## src/rtl/ceespu_decode_pipe_if.sv

```systemverilog
// ---------------------------------------------------------------------------
// ceespu_decode_pipe_if
// Decode -> execute boundary of the ceespu pipeline: the registered control
// and operand bundle plus its valid/ready handshake.
//   master : decode stage (drives O_* bundle and O_valid, samples I_ready)
//   slave  : execute stage (samples O_* bundle and O_valid, drives I_ready)
// Signal names keep the decode stage's point of view (O_ = produced by decode).
// ---------------------------------------------------------------------------
interface ceespu_decode_pipe_if #(
  parameter int DATA_W  = 32,
  parameter int PC_W    = 14,
  parameter int RADDR_W = 5
);
  logic               O_valid;
  logic               I_ready;
  logic [DATA_W-1:0]  O_dataA;
  logic [DATA_W-1:0]  O_dataB;
  logic [DATA_W-1:0]  O_storeData;
  logic [3:0]         O_aluop;
  logic [1:0]         O_selCin;
  logic [2:0]         O_selMem;
  logic [2:0]         O_branchOp;
  logic [1:0]         O_selWb;
  logic [RADDR_W-1:0] O_regD;
  logic               O_we;
  logic               O_memE;
  logic               O_memWe;
  logic               O_isBranch;
  logic [PC_W-1:0]    O_PC;
  logic [PC_W-1:0]    O_branchTarget;
  logic               O_illegal;

  modport master (
    output O_valid, O_dataA, O_dataB, O_storeData, O_aluop, O_selCin, O_selMem,
           O_branchOp, O_selWb, O_regD, O_we, O_memE, O_memWe, O_isBranch,
           O_PC, O_branchTarget, O_illegal,
    input  I_ready
  );

  modport slave (
    input  O_valid, O_dataA, O_dataB, O_storeData, O_aluop, O_selCin, O_selMem,
           O_branchOp, O_selWb, O_regD, O_we, O_memE, O_memWe, O_isBranch,
           O_PC, O_branchTarget, O_illegal,
    output I_ready
  );
endinterface

```

## src/rtl/ceespu_decode_pipe.sv

```systemverilog
// ---------------------------------------------------------------------------
// ceespu_decode_pipe
// Decode stage between fetch and execute. Decodes one instruction per cycle,
// builds 32-bit (DATA_W) immediates with an IMM-prefix state machine that
// survives fetch bubbles, and registers the decoded bundle behind a
// valid/ready handshake. Also owns the interrupt-enable flag.
//
// Ports:
//   I_clk, I_rst         clock, asynchronous active-high reset
//   I_flush              synchronous kill of the output bundle and prefix state
//   I_valid / O_ready    fetch-side handshake for I_instruction / I_PC
//   I_regA / I_regB      register file read data for O_regA / O_regB indices
//   O_regA / O_regB      read indices, combinational from I_instruction
//   I_didInterrupt       interrupt taken this cycle (clears the enable flag)
//   bus (master)         decoded bundle + O_valid / I_ready to execute
//   O_intEnabled         interrupt-enable flag
//   O_intSafe            interrupt injection will not split an IMM pair
//
// Instruction layout:
//   [31:28] major opcode  [27] C (carry) bit  [26] IMM-operand bit
//   [25:21] rd  [20:16] ra  [15:11] rb  [15:0] immediate low field
//   Branches: [31:29]=111, [28:26] condition, [1] register target, [0] link.
//   Loads/stores: [27:26] memory size.
//   Stores reuse the rd field as immediate bits: low = {rd, instr[10:0]}.
// ---------------------------------------------------------------------------
module ceespu_decode_pipe #(
  parameter int DATA_W  = 32,
  parameter int IMM_W   = 16,
  parameter int PC_W    = 14,
  parameter int RADDR_W = 5
) (
  input  logic                I_clk,
  input  logic                I_rst,
  input  logic                I_flush,
  input  logic                I_valid,
  output logic                O_ready,
  input  logic [31:0]         I_instruction,
  input  logic [PC_W-1:0]     I_PC,
  input  logic [DATA_W-1:0]   I_regA,
  input  logic [DATA_W-1:0]   I_regB,
  output logic [RADDR_W-1:0]  O_regA,
  output logic [RADDR_W-1:0]  O_regB,
  input  logic                I_didInterrupt,
  ceespu_decode_pipe_if.master bus,
  output logic                O_intEnabled,
  output logic                O_intSafe
);

  // Major opcodes (instr[31:28]); 11..13 are unassigned and decode as illegal.
  localparam logic [3:0] OP_ADD   = 4'd0;
  localparam logic [3:0] OP_SUB   = 4'd1;
  localparam logic [3:0] OP_OR    = 4'd2;
  localparam logic [3:0] OP_AND   = 4'd3;
  localparam logic [3:0] OP_XOR   = 4'd4;
  localparam logic [3:0] OP_SHF   = 4'd5;
  localparam logic [3:0] OP_MUL   = 4'd6;
  localparam logic [3:0] OP_LOAD  = 4'd7;
  localparam logic [3:0] OP_STORE = 4'd8;
  localparam logic [3:0] OP_IMM   = 4'd9;
  localparam logic [3:0] OP_EINT  = 4'd10;
  localparam logic [3:0] OP_BR0   = 4'd14;
  localparam logic [3:0] OP_BR1   = 4'd15;

  // ALU operations. Subtract is an add of ~A with a forced carry-in.
  localparam logic [3:0] ALU_ADD = 4'd0;
  localparam logic [3:0] ALU_OR  = 4'd1;
  localparam logic [3:0] ALU_AND = 4'd2;
  localparam logic [3:0] ALU_XOR = 4'd3;
  localparam logic [3:0] ALU_SHF = 4'd4;
  localparam logic [3:0] ALU_MUL = 4'd5;

  // Carry-in select: 0 = 0, 1 = carry flag, 2 = carry flag (borrow), 3 = 1.
  // Writeback select: 0 = ALU, 1 = memory, 2 = link (PC).
  localparam logic [1:0] WB_ALU  = 2'd0;
  localparam logic [1:0] WB_MEM  = 2'd1;
  localparam logic [1:0] WB_LINK = 2'd2;

  // Register holding the return address from an interrupt handler.
  localparam logic [RADDR_W-1:0] REG_IRET = RADDR_W'(17);

  typedef enum logic {S_IDLE, S_PREFIX} pfx_state_t;

  typedef struct packed {
    logic [DATA_W-1:0]  data_a;
    logic [DATA_W-1:0]  data_b;
    logic [DATA_W-1:0]  store_data;
    logic [3:0]         aluop;
    logic [1:0]         sel_cin;
    logic [2:0]         sel_mem;
    logic [2:0]         branch_op;
    logic [1:0]         sel_wb;
    logic [RADDR_W-1:0] reg_d;
    logic               we;
    logic               mem_e;
    logic               mem_we;
    logic               is_branch;
    logic [PC_W-1:0]    pc;
    logic [PC_W-1:0]    target;
    logic               illegal;
  } bundle_t;

  pfx_state_t       state_q;
  logic [IMM_W-1:0] imm_hi_q;
  logic             int_en_q;
  logic             valid_q;
  bundle_t          bundle_q;
  bundle_t          bundle_d;

  // Instruction fields
  logic [3:0]         op_hi;
  logic               c_bit;
  logic               imm_bit;
  logic [RADDR_W-1:0] idx_d;
  logic [RADDR_W-1:0] idx_a;
  logic               is_imm_op;
  logic               is_eint_op;
  logic               is_branch_op;
  logic               reg_target;
  logic               accept;

  assign op_hi        = I_instruction[31:28];
  assign c_bit        = I_instruction[27];
  assign imm_bit      = I_instruction[26];
  assign idx_d        = RADDR_W'(I_instruction[25:21]);
  assign idx_a        = RADDR_W'(I_instruction[20:16]);
  assign O_regA       = idx_a;
  assign O_regB       = RADDR_W'(I_instruction[15:11]);
  assign is_imm_op    = (op_hi == OP_IMM);
  assign is_eint_op   = (op_hi == OP_EINT);
  assign is_branch_op = (I_instruction[31:29] == 3'b111);
  assign reg_target   = is_branch_op && I_instruction[1] && (I_instruction[28:26] == 3'd7);

  // Handshake. A flush cycle never accepts, so nothing fetched alongside a
  // flush can leak into the stage or the prefix state.
  assign O_ready = !valid_q || bus.I_ready;
  assign accept  = I_valid && O_ready && !I_flush;

  // An interrupt between an IMM and its consumer would lose imm_hi, so
  // injection is refused both while a prefix is pending and while one is
  // being presented.
  assign O_intSafe    = (state_q == S_IDLE) && !(I_valid && is_imm_op);
  assign O_intEnabled = int_en_q;

  // Immediate formation
  logic [IMM_W-1:0]        imm_lo;
  logic [DATA_W-IMM_W-1:0] imm_hi_ext;
  logic [DATA_W-1:0]       imm;
  logic [DATA_W-1:0]       opnd_b;

  assign imm_lo     = (op_hi == OP_STORE) ? IMM_W'({I_instruction[25:21], I_instruction[10:0]})
                                          : I_instruction[IMM_W-1:0];
  assign imm_hi_ext = (DATA_W-IMM_W)'($signed(imm_hi_q));
  assign imm        = (state_q == S_PREFIX) ? {imm_hi_ext, imm_lo}
                                            : DATA_W'($signed(imm_lo));
  assign opnd_b     = imm_bit ? imm : I_regB;

  // NOTE: every field gets a default before the case so that no path leaves
  // a variable unassigned, which would otherwise infer a latch.
  always_comb begin
    bundle_d            = '0;
    bundle_d.data_a     = I_regA;
    bundle_d.data_b     = I_regB;
    bundle_d.store_data = I_regB;
    bundle_d.reg_d      = idx_d;
    bundle_d.pc         = I_PC;
    bundle_d.target     = imm[PC_W+1:2];
    case (op_hi)
      OP_ADD: begin
        bundle_d.aluop   = ALU_ADD;
        bundle_d.sel_cin = c_bit ? 2'd1 : 2'd0;
        bundle_d.data_b  = opnd_b;
        bundle_d.we      = 1'b1;
      end
      OP_SUB: begin
        bundle_d.aluop   = ALU_ADD;
        bundle_d.data_a  = ~I_regA;
        bundle_d.sel_cin = c_bit ? 2'd2 : 2'd3;
        bundle_d.data_b  = opnd_b;
        bundle_d.we      = 1'b1;
      end
      OP_OR:  begin bundle_d.aluop = ALU_OR;  bundle_d.data_b = opnd_b; bundle_d.we = 1'b1; end
      OP_AND: begin bundle_d.aluop = ALU_AND; bundle_d.data_b = opnd_b; bundle_d.we = 1'b1; end
      OP_XOR: begin bundle_d.aluop = ALU_XOR; bundle_d.data_b = opnd_b; bundle_d.we = 1'b1; end
      OP_SHF: begin bundle_d.aluop = ALU_SHF; bundle_d.data_b = opnd_b; bundle_d.we = 1'b1; end
      OP_MUL: begin bundle_d.aluop = ALU_MUL; bundle_d.data_b = opnd_b; bundle_d.we = 1'b1; end
      OP_LOAD: begin
        bundle_d.aluop   = ALU_ADD;
        bundle_d.sel_mem = {1'b0, I_instruction[27:26]};
        bundle_d.sel_wb  = WB_MEM;
        bundle_d.mem_e   = 1'b1;
        bundle_d.data_b  = imm;
        bundle_d.we      = 1'b1;
      end
      OP_STORE: begin
        bundle_d.aluop   = ALU_ADD;
        bundle_d.sel_mem = {1'b0, I_instruction[27:26]};
        bundle_d.mem_e   = 1'b1;
        bundle_d.mem_we  = 1'b1;
        bundle_d.data_b  = imm;
      end
      OP_IMM, OP_EINT: ;  // no architectural effect in execute
      OP_BR0, OP_BR1: begin
        bundle_d.is_branch = 1'b1;
        bundle_d.branch_op = I_instruction[28:26];
        bundle_d.reg_d     = idx_a;
        bundle_d.we        = I_instruction[0];
        bundle_d.sel_wb    = I_instruction[0] ? WB_LINK : WB_ALU;
        if (reg_target) bundle_d.target = I_regA[PC_W+1:2];
      end
      default: bundle_d.illegal = 1'b1;
    endcase
    if (bundle_d.reg_d == '0) bundle_d.we = 1'b0;  // r0 is hard-wired zero
  end

  // NOTE: state is updated with non-blocking assignments only, so every
  // register samples the pre-edge values regardless of statement order.
  always_ff @(posedge I_clk or posedge I_rst) begin
    if (I_rst) begin
      state_q  <= S_IDLE;
      imm_hi_q <= '0;
      int_en_q <= 1'b1;
      valid_q  <= 1'b0;
      bundle_q <= '0;
    end else begin
      if (I_didInterrupt)
        int_en_q <= 1'b0;
      else if (accept && is_eint_op)
        int_en_q <= I_instruction[0];
      else if (accept && reg_target && idx_a == REG_IRET)
        int_en_q <= 1'b1;  // return from interrupt re-enables

      if (I_flush) begin
        state_q <= S_IDLE;
        valid_q <= 1'b0;
      end else if (accept) begin
        if (is_imm_op) begin
          // Prefix yields no bundle; a bundle being taken this cycle retires.
          imm_hi_q <= I_instruction[IMM_W-1:0];
          state_q  <= S_PREFIX;
          valid_q  <= 1'b0;
        end else begin
          state_q  <= S_IDLE;
          valid_q  <= 1'b1;
          bundle_q <= bundle_d;
        end
      end else if (bus.I_ready) begin
        valid_q <= 1'b0;
      end
    end
  end

  assign bus.O_valid        = valid_q;
  assign bus.O_dataA        = bundle_q.data_a;
  assign bus.O_dataB        = bundle_q.data_b;
  assign bus.O_storeData    = bundle_q.store_data;
  assign bus.O_aluop        = bundle_q.aluop;
  assign bus.O_selCin       = bundle_q.sel_cin;
  assign bus.O_selMem       = bundle_q.sel_mem;
  assign bus.O_branchOp     = bundle_q.branch_op;
  assign bus.O_selWb        = bundle_q.sel_wb;
  assign bus.O_regD         = bundle_q.reg_d;
  assign bus.O_we           = bundle_q.we;
  assign bus.O_memE         = bundle_q.mem_e;
  assign bus.O_memWe        = bundle_q.mem_we;
  assign bus.O_isBranch     = bundle_q.is_branch;
  assign bus.O_PC           = bundle_q.pc;
  assign bus.O_branchTarget = bundle_q.target;
  assign bus.O_illegal      = bundle_q.illegal;

endmodule

```

## src/flat_wrapper.sv

```systemverilog
// flat-port wrapper written by rule: the top's interface ports become plain ports
module ceespu_decode_pipe_flat 
#(
  parameter int DATA_W  = 32,
  parameter int IMM_W   = 16,
  parameter int PC_W    = 14,
  parameter int RADDR_W = 5
)
  (I_clk, I_rst, I_flush, I_valid, O_ready, I_instruction, I_PC, I_regA, I_regB, O_regA, O_regB, I_didInterrupt, O_intEnabled, O_intSafe, bus_O_valid, bus_O_dataA, bus_O_dataB, bus_O_storeData, bus_O_aluop, bus_O_selCin, bus_O_selMem, bus_O_branchOp, bus_O_selWb, bus_O_regD, bus_O_we, bus_O_memE, bus_O_memWe, bus_O_isBranch, bus_O_PC, bus_O_branchTarget, bus_O_illegal, bus_I_ready);
  ceespu_decode_pipe_if #(.DATA_W(DATA_W), .PC_W(PC_W), .RADDR_W(RADDR_W)) bus_i ();
  input  logic I_clk;
  input  logic I_rst;
  input  logic I_flush;
  input  logic I_valid;
  output logic O_ready;
  input  logic [31:0] I_instruction;
  input  logic [PC_W-1:0] I_PC;
  input  logic [DATA_W-1:0] I_regA;
  input  logic [DATA_W-1:0] I_regB;
  output logic [RADDR_W-1:0] O_regA;
  output logic [RADDR_W-1:0] O_regB;
  input  logic I_didInterrupt;
  output logic O_intEnabled;
  output logic O_intSafe;
  output wire logic [$bits(bus_i.O_valid)-1:0] bus_O_valid;
  output wire logic [$bits(bus_i.O_dataA)-1:0] bus_O_dataA;
  output wire logic [$bits(bus_i.O_dataB)-1:0] bus_O_dataB;
  output wire logic [$bits(bus_i.O_storeData)-1:0] bus_O_storeData;
  output wire logic [$bits(bus_i.O_aluop)-1:0] bus_O_aluop;
  output wire logic [$bits(bus_i.O_selCin)-1:0] bus_O_selCin;
  output wire logic [$bits(bus_i.O_selMem)-1:0] bus_O_selMem;
  output wire logic [$bits(bus_i.O_branchOp)-1:0] bus_O_branchOp;
  output wire logic [$bits(bus_i.O_selWb)-1:0] bus_O_selWb;
  output wire logic [$bits(bus_i.O_regD)-1:0] bus_O_regD;
  output wire logic [$bits(bus_i.O_we)-1:0] bus_O_we;
  output wire logic [$bits(bus_i.O_memE)-1:0] bus_O_memE;
  output wire logic [$bits(bus_i.O_memWe)-1:0] bus_O_memWe;
  output wire logic [$bits(bus_i.O_isBranch)-1:0] bus_O_isBranch;
  output wire logic [$bits(bus_i.O_PC)-1:0] bus_O_PC;
  output wire logic [$bits(bus_i.O_branchTarget)-1:0] bus_O_branchTarget;
  output wire logic [$bits(bus_i.O_illegal)-1:0] bus_O_illegal;
  input wire logic [$bits(bus_i.I_ready)-1:0] bus_I_ready;
  assign bus_O_valid = bus_i.O_valid;
  assign bus_O_dataA = bus_i.O_dataA;
  assign bus_O_dataB = bus_i.O_dataB;
  assign bus_O_storeData = bus_i.O_storeData;
  assign bus_O_aluop = bus_i.O_aluop;
  assign bus_O_selCin = bus_i.O_selCin;
  assign bus_O_selMem = bus_i.O_selMem;
  assign bus_O_branchOp = bus_i.O_branchOp;
  assign bus_O_selWb = bus_i.O_selWb;
  assign bus_O_regD = bus_i.O_regD;
  assign bus_O_we = bus_i.O_we;
  assign bus_O_memE = bus_i.O_memE;
  assign bus_O_memWe = bus_i.O_memWe;
  assign bus_O_isBranch = bus_i.O_isBranch;
  assign bus_O_PC = bus_i.O_PC;
  assign bus_O_branchTarget = bus_i.O_branchTarget;
  assign bus_O_illegal = bus_i.O_illegal;
  assign bus_i.I_ready = bus_I_ready;
  ceespu_decode_pipe #(.DATA_W(DATA_W), .IMM_W(IMM_W), .PC_W(PC_W), .RADDR_W(RADDR_W)) u_core (.I_clk(I_clk), .I_rst(I_rst), .I_flush(I_flush), .I_valid(I_valid), .O_ready(O_ready), .I_instruction(I_instruction), .I_PC(I_PC), .I_regA(I_regA), .I_regB(I_regB), .O_regA(O_regA), .O_regB(O_regB), .I_didInterrupt(I_didInterrupt), .bus(bus_i), .O_intEnabled(O_intEnabled), .O_intSafe(O_intSafe));
endmodule
```

## config.mk

```make
export PLATFORM = sky130hd
export DESIGN_NAME = ceespu_decode_pipe_flat
export DESIGN_NICKNAME = d
export VERILOG_FILES = /design/src/rtl/ceespu_decode_pipe_if.sv /design/src/rtl/ceespu_decode_pipe.sv /design/src/flat_wrapper.sv
export SDC_FILE = /design/constraint.sdc
export NUM_CORES = 1
export LEC_CHECK = 0
export ABC_AREA = 1
export BUFFER_PORTS_ARGS = -buffer_cell sky130_fd_sc_hd__buf_2
export CAP_MARGIN = 10
export CORE_MARGIN = 2
export CORE_UTILIZATION = 30
export CTS_CLUSTER_SIZE = 24
export DETAILED_ROUTE_END_ITERATION = 6
export PLACE_DENSITY_LB_ADDON = 0.05
export SETUP_SLACK_MARGIN = 0.3
export SLEW_MARGIN = 20
export SYNTH_ARGS = -nofsm -noshare
export SYNTH_HDL_FRONTEND = slang
export SYNTH_SLANG_ARGS = --single-unit
```

## constraint.sdc

```tcl
create_clock -name I_clk -period 5.8 [get_ports I_clk]
set_clock_uncertainty 0.05 [all_clocks]
set_input_delay 0 -clock I_clk [delete_from_list [all_inputs] [get_ports I_clk]]
set_output_delay 0 -clock I_clk [all_outputs]
set_load 0.03 [all_outputs]
```

# After elaboration in Yosys (flattened, before gate mapping)

Index checks and enable logic that the tools add are counted.

Reductions and logical operators: 25
Mux-type cells: 32
Bitwise logic cells: 4
Eq/ne operators: 15

Operators with widths:

| cell                                                             | number |
|---|---|
| 32-bit 2-to-1 mux                                                | 3 |
| 32-bit one-hot mux with 2 select lines                           | 1 |
| 32-bit inverter                                                  | 1 |
| 14-bit 2-to-1 mux                                                | 2 |
| 4-bit == test (second input constant)                            | 5 |
| 1-bit 2-to-1 mux                                                 | 17 |
| 4-bit by 3-bit == test with 1-bit output (second input constant) | 4 |
| 16-bit 2-to-1 mux                                                | 1 |
| 3-bit one-hot mux with 5 select lines                            | 1 |
| 13-bit OR reduction                                              | 1 |
| 1-bit logical AND                                                | 9 |
| 4-bit by 2-bit == test with 1-bit output (second input constant) | 2 |
| 2-bit one-hot mux with 2 select lines                            | 2 |
| 8-bit OR reduction                                               | 1 |
| 7-bit OR reduction                                               | 1 |
| 3-bit == test (second input constant)                            | 2 |
| 3-bit AND reduction                                              | 2 |
| 3-bit nonzero test                                               | 2 |
| 5-bit == test (second input constant)                            | 1 |
| 5-bit logical NOT                                                | 1 |
| 5-bit 2-to-1 mux                                                 | 1 |
| 4-bit by 1-bit == test with 1-bit output (second input constant) | 1 |
| 4-bit logical NOT                                                | 1 |
| 2-bit 2-to-1 mux                                                 | 2 |
| other kinds (7)                                                  | 12 |

Output and inout port bits: 162
Flip-flop bits (word level): 167
Logic and storage cells: 96

# Depth between registers and ports, before layout

Gate-level depths: netlist (run 1).

Word-level depth: 9
Gate-level depth with buffers: 11

# Least setup slack after synthesis (run 1)

Ideal clock, no wire load.

Kind: register to register
Start point: register u_core.valid_q (netlist: u_core.bus.O_valid)
End point: register u_core.bundle_q (netlist bit u_core.bus.O_dataA[10])
Slack: 3.931 ns
Path buffers: 2
Setup time: 0.133 ns
Required time: 5.617 ns
Stages on the path, launching flop included: 9
Period minus slack after synthesis: 1.869 ns
Data arrival time: 1.686 ns
Path through: dfrtp_1 -> nand2_1 -> nand3_2 -> inv_1 -> nand2_4 -> buf_6 -> buf_4 -> nand2_1 -> o21ai_0

Word-level cells in the longest chain between the ends: 5

RTL lines:

| element                         | line                      | source |
|---|---|---|
| start: declaration              | ceespu_decode_pipe.sv:105 | `logic valid_q;` |
| start signal: assignment        | ceespu_decode_pipe.sv:222 | `valid_q <= 1'b0;` |
| start signal: assignment        | ceespu_decode_pipe.sv:234 | `valid_q <= 1'b0;` |
| start signal: assignment        | ceespu_decode_pipe.sv:240 | `valid_q <= 1'b0;` |
| 1-bit logical NOT               | ceespu_decode_pipe.sv:135 | `assign O_ready = !valid_q \|\| bus.I_ready;` |
| 1-bit logical OR                | ceespu_decode_pipe.sv:135 |  |
| named net O_ready               | flat_wrapper.sv:15        | `output logic O_ready;` |
| 1-bit logical AND (2 in series) | ceespu_decode_pipe.sv:136 | `assign accept = I_valid && O_ready && !I_flush;` |
| 3-bit AND reduction (no line)   | -                         |  |
| end signal: assignment          | ceespu_decode_pipe.sv:244 | `bundle_q <= bundle_d;` |
| end: declaration                | ceespu_decode_pipe.sv:106 | `bundle_t bundle_q;` |

The timed path passes the listed nets, and every way through them passes these cells.
A chain may end at the register's enable or synchronous reset.

# Worst setup path in the final report (run 1)

Start point: input port I_instruction[30]
End point: register u_core.bundle_q (netlist bit u_core.bus.O_branchTarget[6])

Word-level cells in the longest chain between the ends: 5

RTL lines:

| element                         | line                      | source |
|---|---|---|
| start: declaration              | flat_wrapper.sv:16        | `input logic [31:0] I_instruction;` |
| 3-bit == test                   | ceespu_decode_pipe.sv:130 | `assign is_branch_op = (I_instruction[31:29] == 3'b111);` |
| 1-bit logical AND (2 in series) | ceespu_decode_pipe.sv:131 | `assign reg_target = is_branch_op && I_instruction[1] && (I_instruction[28:26] == 3'd7);` |
| 14-bit 2-to-1 mux               | ceespu_decode_pipe.sv:208 | `if (reg_target) bundle_d.target = I_regA[PC_W+1:2];` |
| 14-bit 2-to-1 mux               | ceespu_decode_pipe.sv:167 | `case (op_hi)` |

Several ways; a longest one is shown, not always the timed one.

==> results_dict.tcl, run 1 <==
set metrics [dict create \
    status "finished, final reports clean" \
    slew_violations 0 \
    critPathLaunchType "input pin" \
    cts.sinks 165 \
    io_pins 278 \
    min_path_cells 5 \
    min_to "u_core.bus.O_regD[3]" \
    route.detailed.drc 0 \
    wl_mm 25.2 \
    grt_setup_unrepaired "false" \
    utilization_pct 43.4 \
    drt_iter0_drc 505 \
    hp-class "input pin to flop" \
    rr_endpoint "u_core.bus.O_branchTarget[6]" \
    fin_crit_ns 3.05 \
    powerDensity_mw_per_mm2 329 \
    syn_inst 930 \
    worstSkewPairLatency_ns 0.42 \
    use_met2_pct 29.2 \
    grt_use_total_pct 18.8 \
    gp_congestion 0.791 \
    grt_max_degree 119 \
    drt-wirelength-per-cell_um 15.5 \
    timing.rr.start "u_core.bus.O_valid" \
    root_buffer "clkbuf_16" \
    yosysTopAreaCell "dfrtp_1" \
    yosysUniqueCellTypes 29 \
    synth_area_per_cell_sq_um 8.27 \
    total_power_uw 3600 \
    antenna_found_initial 2 \
    layout.nets 1403 \
    cap_violations 0 \
    grt_pass1_wl_mm 38.9 \
    yosysTopAreaCellShare_pct 53.4 \
    die_x_um 164 \
    portBuffers 275 \
    setup_viol 0 \
    synthTopCellsByArea "dfrtp_1 (53%), nand2_1 (18%), o21ai_1 (3.8%)" \
    drtAntennaViolNets 0 \
    synthArstFlopShare_pct 100 \
    busiest_layer "met2" \
    hpwl_mm 17.3 \
    synthToLayoutAreaGrowth_pct 42.1 \
    dieHeight_um 164 \
    path_clk_slew_ns 0.06 \
    crit_type "input pin to flop" \
    dieArea_sq_mm 0.0269 \
    grt_use_met1_pct 26.9 \
    vdd_drop_max_uv 172 \
    vias 7121 \
    first_pass_iters 6 \
    finalSetupTns_ns 0 \
    hold_ws_ns 0.0149 \
    clock.fmax_mhz 328 \
    core_sq_mm 0.0252 \
    grtUsageMet3_pct 3.13 \
    worst_pin_slew_ns 1.02 \
    grt_pass1_vias 7036 \
    cts_buffers 17 \
    start_util_pct 30.5 \
    yosysSeqAreaShare_pct 53.7 \
    cts_max_level 4 \
    reg2reg_depth 8 \
    clk_path_buf_depth 2 \
    cp.arrival_ns 3.36 \
    viasPerCell 4.37 \
    ys.flop_type "dfrtp_1" \
    hold_violations 0 \
    rrSetupSlack_ns 2.79 \
    yosysMostFrequentCell "nand2_1" \
    worstPathRequired_ns 6.11 \
    rows 58 \
    syn_area_sq_mm 0.00769 \
    cts_tree "built" \
    period_share_pct 52.6 \
    overflow 0 \
    path_max_fanout 95 \
    p_leak_uw 0.00569 \
    slew_headroom_pct 31.9 \
    synth-edff-count 0 \
    hold_start "I_instruction[24]" \
    ys_warn_count 0 \
    critPathCaptureType "flop" \
    drive_gt1_share_pct 25.3 \
    ys_seq_elements 165 \
    synth_common_cells "nand2_1 (362), dfrtp_1 (164), o21ai_1 (58), inv_1 (53), o21ai_0 (46)" \
]
[power by group]
part           total, uW  internal (uW)  switching (uW)
Sequential          1450           1350            98.4
Combinational       1040            334             707
Clock               1110            598             511
Total               3600           2280            1320
[sequential cells by signal (all words and copies together) (netlist names), 3 cells and up]
register / flops
u_core.bus.O_PC: 14
u_core.bus.O_aluop: 3
u_core.bus.O_branchOp: 3
u_core.bus.O_branchTarget: 14
u_core.bus.O_dataA: 32
u_core.bus.O_dataB: 32
u_core.bus.O_regD: 5
u_core.bus.O_storeData: 32
u_core.imm_hi_ext: 16
[cell families after synthesis]
kind of cell              after synthesis  synth area share, %
xor gates and xnor gates               32                 3.65
and+or+nand+nor                       457                 24.1
other                                   1               0.0488
AOI/OAI and AO/OA                     152                 10.7
buffers and inverters                 123                 7.80
DFF                                   165                 53.7
[layout make-up]
cell class	count	area, sq um
Fill cell	2651	14300
Sequential cell	165	4130
Multi-Input combinational cell	643	2970
Timing Repair Buffer	400	2620
Clock buffer	19	433
Tap cell	330	413
Inverter	60	233
Clock inverter	12	121
Antenna cell	1	2.50
[per-stage QoR]
step	setup slack (ns)	cell area, sq um	cells
3_5_place_dp	3.15	9140	1476
4_1_cts	2.77	10900	1629
5_1_grt	2.44	10900	1630
2_1_floorplan	1.29	7690	931
6_report	2.75	10900	1630
3_3_place_gp	3.20	9140	1476
[how the worst max path moves through the flow]
stage / depth (start not counted) / start / slack (ns) / to
2_1_floorplan: 1 / I_rst / 1.29 / u_core.bus.O_PC[0]
4_1_cts: 8 / u_core.bus.O_valid / 2.77 / u_core.bus.O_branchTarget[6]
3_3_place_gp: 9 / I_instruction[29] / 3.20 / u_core.bus.O_dataB[12]
6_report: 11 / I_instruction[30] / 2.75 / u_core.bus.O_branchTarget[6]
5_1_grt: 12 / I_instruction[28] / 2.44 / u_core.bus.O_branchTarget[3]
3_5_place_dp: 9 / I_instruction[29] / 3.15 / u_core.bus.O_dataB[15]
[worst max-delay path, stage by stage]
cell and delay, ns:
dlygate4sd3_1 0.53, buf_2 0.18, inv_2 0.12, nand2_2 0.12
nor2_8 0.18, inv_2 0.08, nand2_4 0.69, buf_4 0.60
nand2_1 0.11, o21ai_1 0.09, dlygate4sd3_1 0.56
[layer usage]
metal  share of wire (%)  up-vias
met2                  45      189
met4                 1.2        2
li1                    -     3629
met5               0.052        -
met1                  49     3279
met3                 4.6       22
[placed cells by master, fill, tap and decap left out, types with 17 or more instances in the layout]
| cell | netlist | routed |
|---|---|---|
| a21oi_1 | 24 | 24 |
| buf_2 | 29 | 275 |
| clkbuf_16 | 0 | 17 |
| dfrtp_1 | 164 | 164 |
| dlygate4sd3_1 | 0 | 122 |
| inv_1 | 53 | 52 |
| nand2_1 | 362 | 362 |
| nand3_1 | 37 | 37 |
| nor2_1 | 45 | 45 |
| o21a_1 | 21 | 21 |
| o21ai_0 | 46 | 46 |
| o21ai_1 | 58 | 58 |
| xor2_1 | 32 | 32 |
[what timing repair did]
item | in CTS | in global routing
gates resized for setup | 0 | 0
buffers inserted | 0 | 0
endpoints found under the hold margin | 273 | 0
hold buffers | 122 | 0
Power figures use the tool's default switching activity.
==> run 2, diff against run 1 <==
==> constraint.sdc (replaced) <==
create_clock -name I_clk -period 2.7 [get_ports I_clk]
set_clock_uncertainty 0.05 [all_clocks]
set_input_delay 0 -clock I_clk [delete_from_list [all_inputs] [get_ports I_clk]]
set_output_delay 0 -clock I_clk [all_outputs]
set_load 0.03 [all_outputs]
==> run 2 against run 1 <==
Compared with the run above: largest power group unchanged; combinational power is 120% higher; critical endpoint is now u_core.bus.O_we; critical path depth shrank 3; core utilization increased by 0.79 points; critical path type is now flop to flop; largest cell class unchanged; clock power is 130% higher; register-to-register slack worse by 2.3 ns.
==> results_dict.tcl, run 2 (same netlist as run 1, synthesis figures left out) <==
set metrics [dict create \
    setup_viol 0 \
    grt_use_total_pct 18.9 \
    rows 58 \
    final_common_cell "nand2_1" \
    pwr-share-clk_pct 31.9 \
    num_antenna_cells 0 \
    worst_pin_slew_ns 0.814 \
    drive_gt1_share_pct 26.5 \
    path_clk_slew_ns 0.07 \
    hp-class "input pin to flop" \
    io_pins 278 \
    drt-wirelength-per-cell_um 15.4 \
    gp_congestion 0.783 \
    rrSetupSlack_ns 0.48 \
    die_x_um 164 \
    portBuffers 275 \
    grt_pass1_vias 7146 \
    start_util_pct 30.5 \
    cts_max_level 4 \
    rr_endpoint "u_core.bus.O_we" \
    post-cts-setup-buffers 0 \
    grt_pass1_wl_mm 39.4 \
    p_comb_share_pct 28.6 \
    dieHeight_um 164 \
    final_cell_mix "nand2_1 (362), buf_2 (275), dfrtp_1 (164), dlygate4sd3_1 (117), o21ai_1 (58)" \
    first_pass_iters 4 \
    cts.sinks 165 \
    crit_type "flop to flop" \
    hpwl_mm 17.9 \
    hold_start "I_instruction[24]" \
    utilization_pct 44.2 \
    worstPathRequired_ns 3.02 \
    critPathCaptureType "flop" \
    min_path_cells 5 \
    power.internal_uw 5000 \
    clk_path_buf_depth 2 \
    cp_top_family "buffers and inverters" \
    critical_path.max_stage_delay_ns 0.55 \
    powerDensity_mw_per_mm2 707 \
    cts_buffers 17 \
    cap_violations 0 \
    worst-path-stages 8 \
    p_leak_uw 0.00580 \
    synthToLayoutAreaGrowth_pct 44.6 \
    viasPerCell 4.39 \
    path_cells "nand2_1 > nand3_2 > inv_1 > nand2_4 > a21oi_1 > o21ai_1 > dlygate4sd3_1 > nand2_1" \
    wl_mm 25.3 \
    period_share_pct 82.1 \
    vdd_drop_max_uv 308 \
    fin_crit_ns 2.22 \
    antenna_found_initial 0 \
    timing.rr.start "u_core.bus.O_valid" \
    p_switching_uw 2860 \
    drt_iter0_drc 434 \
    drtAntennaViolNets 0 \
    worstSkewPairLatency_ns 0.42 \
    slew_violations 0 \
    route.detailed.drc 0 \
    status "finished, final reports clean" \
    critPathLaunchType "flop" \
    swShare_pct 36.4 \
    min_to "u_core.bus.O_regD[3]" \
    cts_tree "built" \
    slew_headroom_pct 45.6 \
    grt_setup_unrepaired "false" \
    reg2reg_depth 8 \
    hold_violations 0 \
    crit_buf_inv 2 \
    path_max_fanout 46 \
    core_sq_mm 0.0252 \
    grt_max_degree 89 \
    seqPwrFrac_pct 39.4 \
    clock.fmax_mhz 451 \
    overflow 0 \
    dp_cells 1493 \
    dieArea_sq_mm 0.0269 \
    path_common_cell "nand2_1" \
    cp.arrival_ns 2.54 \
    layout.nets 1415 \
    finalSetupTns_ns 0 \
    final_cells 1642 \
    vias 7201 \
    slowest_stage "dlygate4sd3_1" \
    root_buffer "clkbuf_16" \
]
run 2: cell count changes in the layout (fill, tap and decap cells not counted), moves of 2 or more:
cell           previous run  this run
clkbuf_1                  2         0
buf_4                     3        13
clkinv_4                  2         4
clkinvlp_4                4         1
clkbuf_8                  0         3
buf_12                    0         7
dlygate4sd3_1           122       117
inv_8                     1         3
run 2: area by class of cell:
class / instances / area [sq um]
Inverter: 60 / 229
Fill cell: 2613 / 14100
Tap cell: 330 / 413
Clock buffer: 20 / 467
Sequential cell: 165 / 4130
Clock inverter: 12 / 134
Multi-Input combinational cell: 643 / 2960
Timing Repair Buffer: 412 / 2790
run 2: what timing repair did:
| action | CTS | global route |
|---|---|---|
| hold endpoints to repair | 184 | 0 |
| hold buffers | 117 | 0 |
| gates resized for setup | 0 | 0 |
| endpoints found under the setup margin | 0 | 0 |
run 2: worst max-delay path by stage:
stage | startpoint | to | slack (ns)
2_1_floorplan | I_rst | u_core.bus.O_PC[0] | 0.55
3_3_place_gp | I_instruction[29] | u_core.bus.O_dataB[15] | 0.80
3_5_place_dp | u_core.bus.O_valid | u_core.bus.O_dataA[4] | 0.77
4_1_cts | u_core.bus.O_valid | u_core.bus.O_we | 0.44
5_1_grt | u_core.bus.O_valid | u_core.bus.O_we | 0.31
6_report | u_core.bus.O_valid | u_core.bus.O_we | 0.48
run 2: through the flow:
step	total power [uW]	instance area, sq um	hold WS [ns]	setup WS (ns)
3_3_place_gp	5280	9350	0.145	0.796
2_1_floorplan	4550	7700	0.0618	0.552
3_5_place_dp	5300	9350	0.146	0.767
4_1_cts	7980	11100	0.0412	0.436
6_report	7860	11100	0.0532	0.483
5_1_grt	8310	11100	0.0692	0.315
run 2: worst reg2reg max path: cells and delay by family, from the launching register on:
| family | cells | cell delay, ns |
|---|---|---|
| buffers and inverters | 2 | 0.73 |
| flip-flops | 1 | 0.37 |
| AO/OA/AOI/OAI | 2 | 0.32 |
| AND/OR/NAND/NOR | 4 | 0.69 |
run 2: metal layers:
layer	share of wire [%]	track usage (%)	wire length (um)	vias to the layer above
met5	0	0	0	-
met4	1.9	5.42	476	0
met1	47	25.9	12000	3333
met3	4.8	3.96	1210	29
li1	-	-	-	3641
met2	46	30.2	11600	198
run 2: power by group through the flow:
stage	registers (uW)	clock network, uW	logic, uW
2_1_floorplan	3890	0	660
3_3_place_gp	3140	0	2140
3_5_place_dp	3140	0	2150
4_1_cts	3100	2590	2290
5_1_grt	3150	2700	2460
6_report	3100	2510	2250
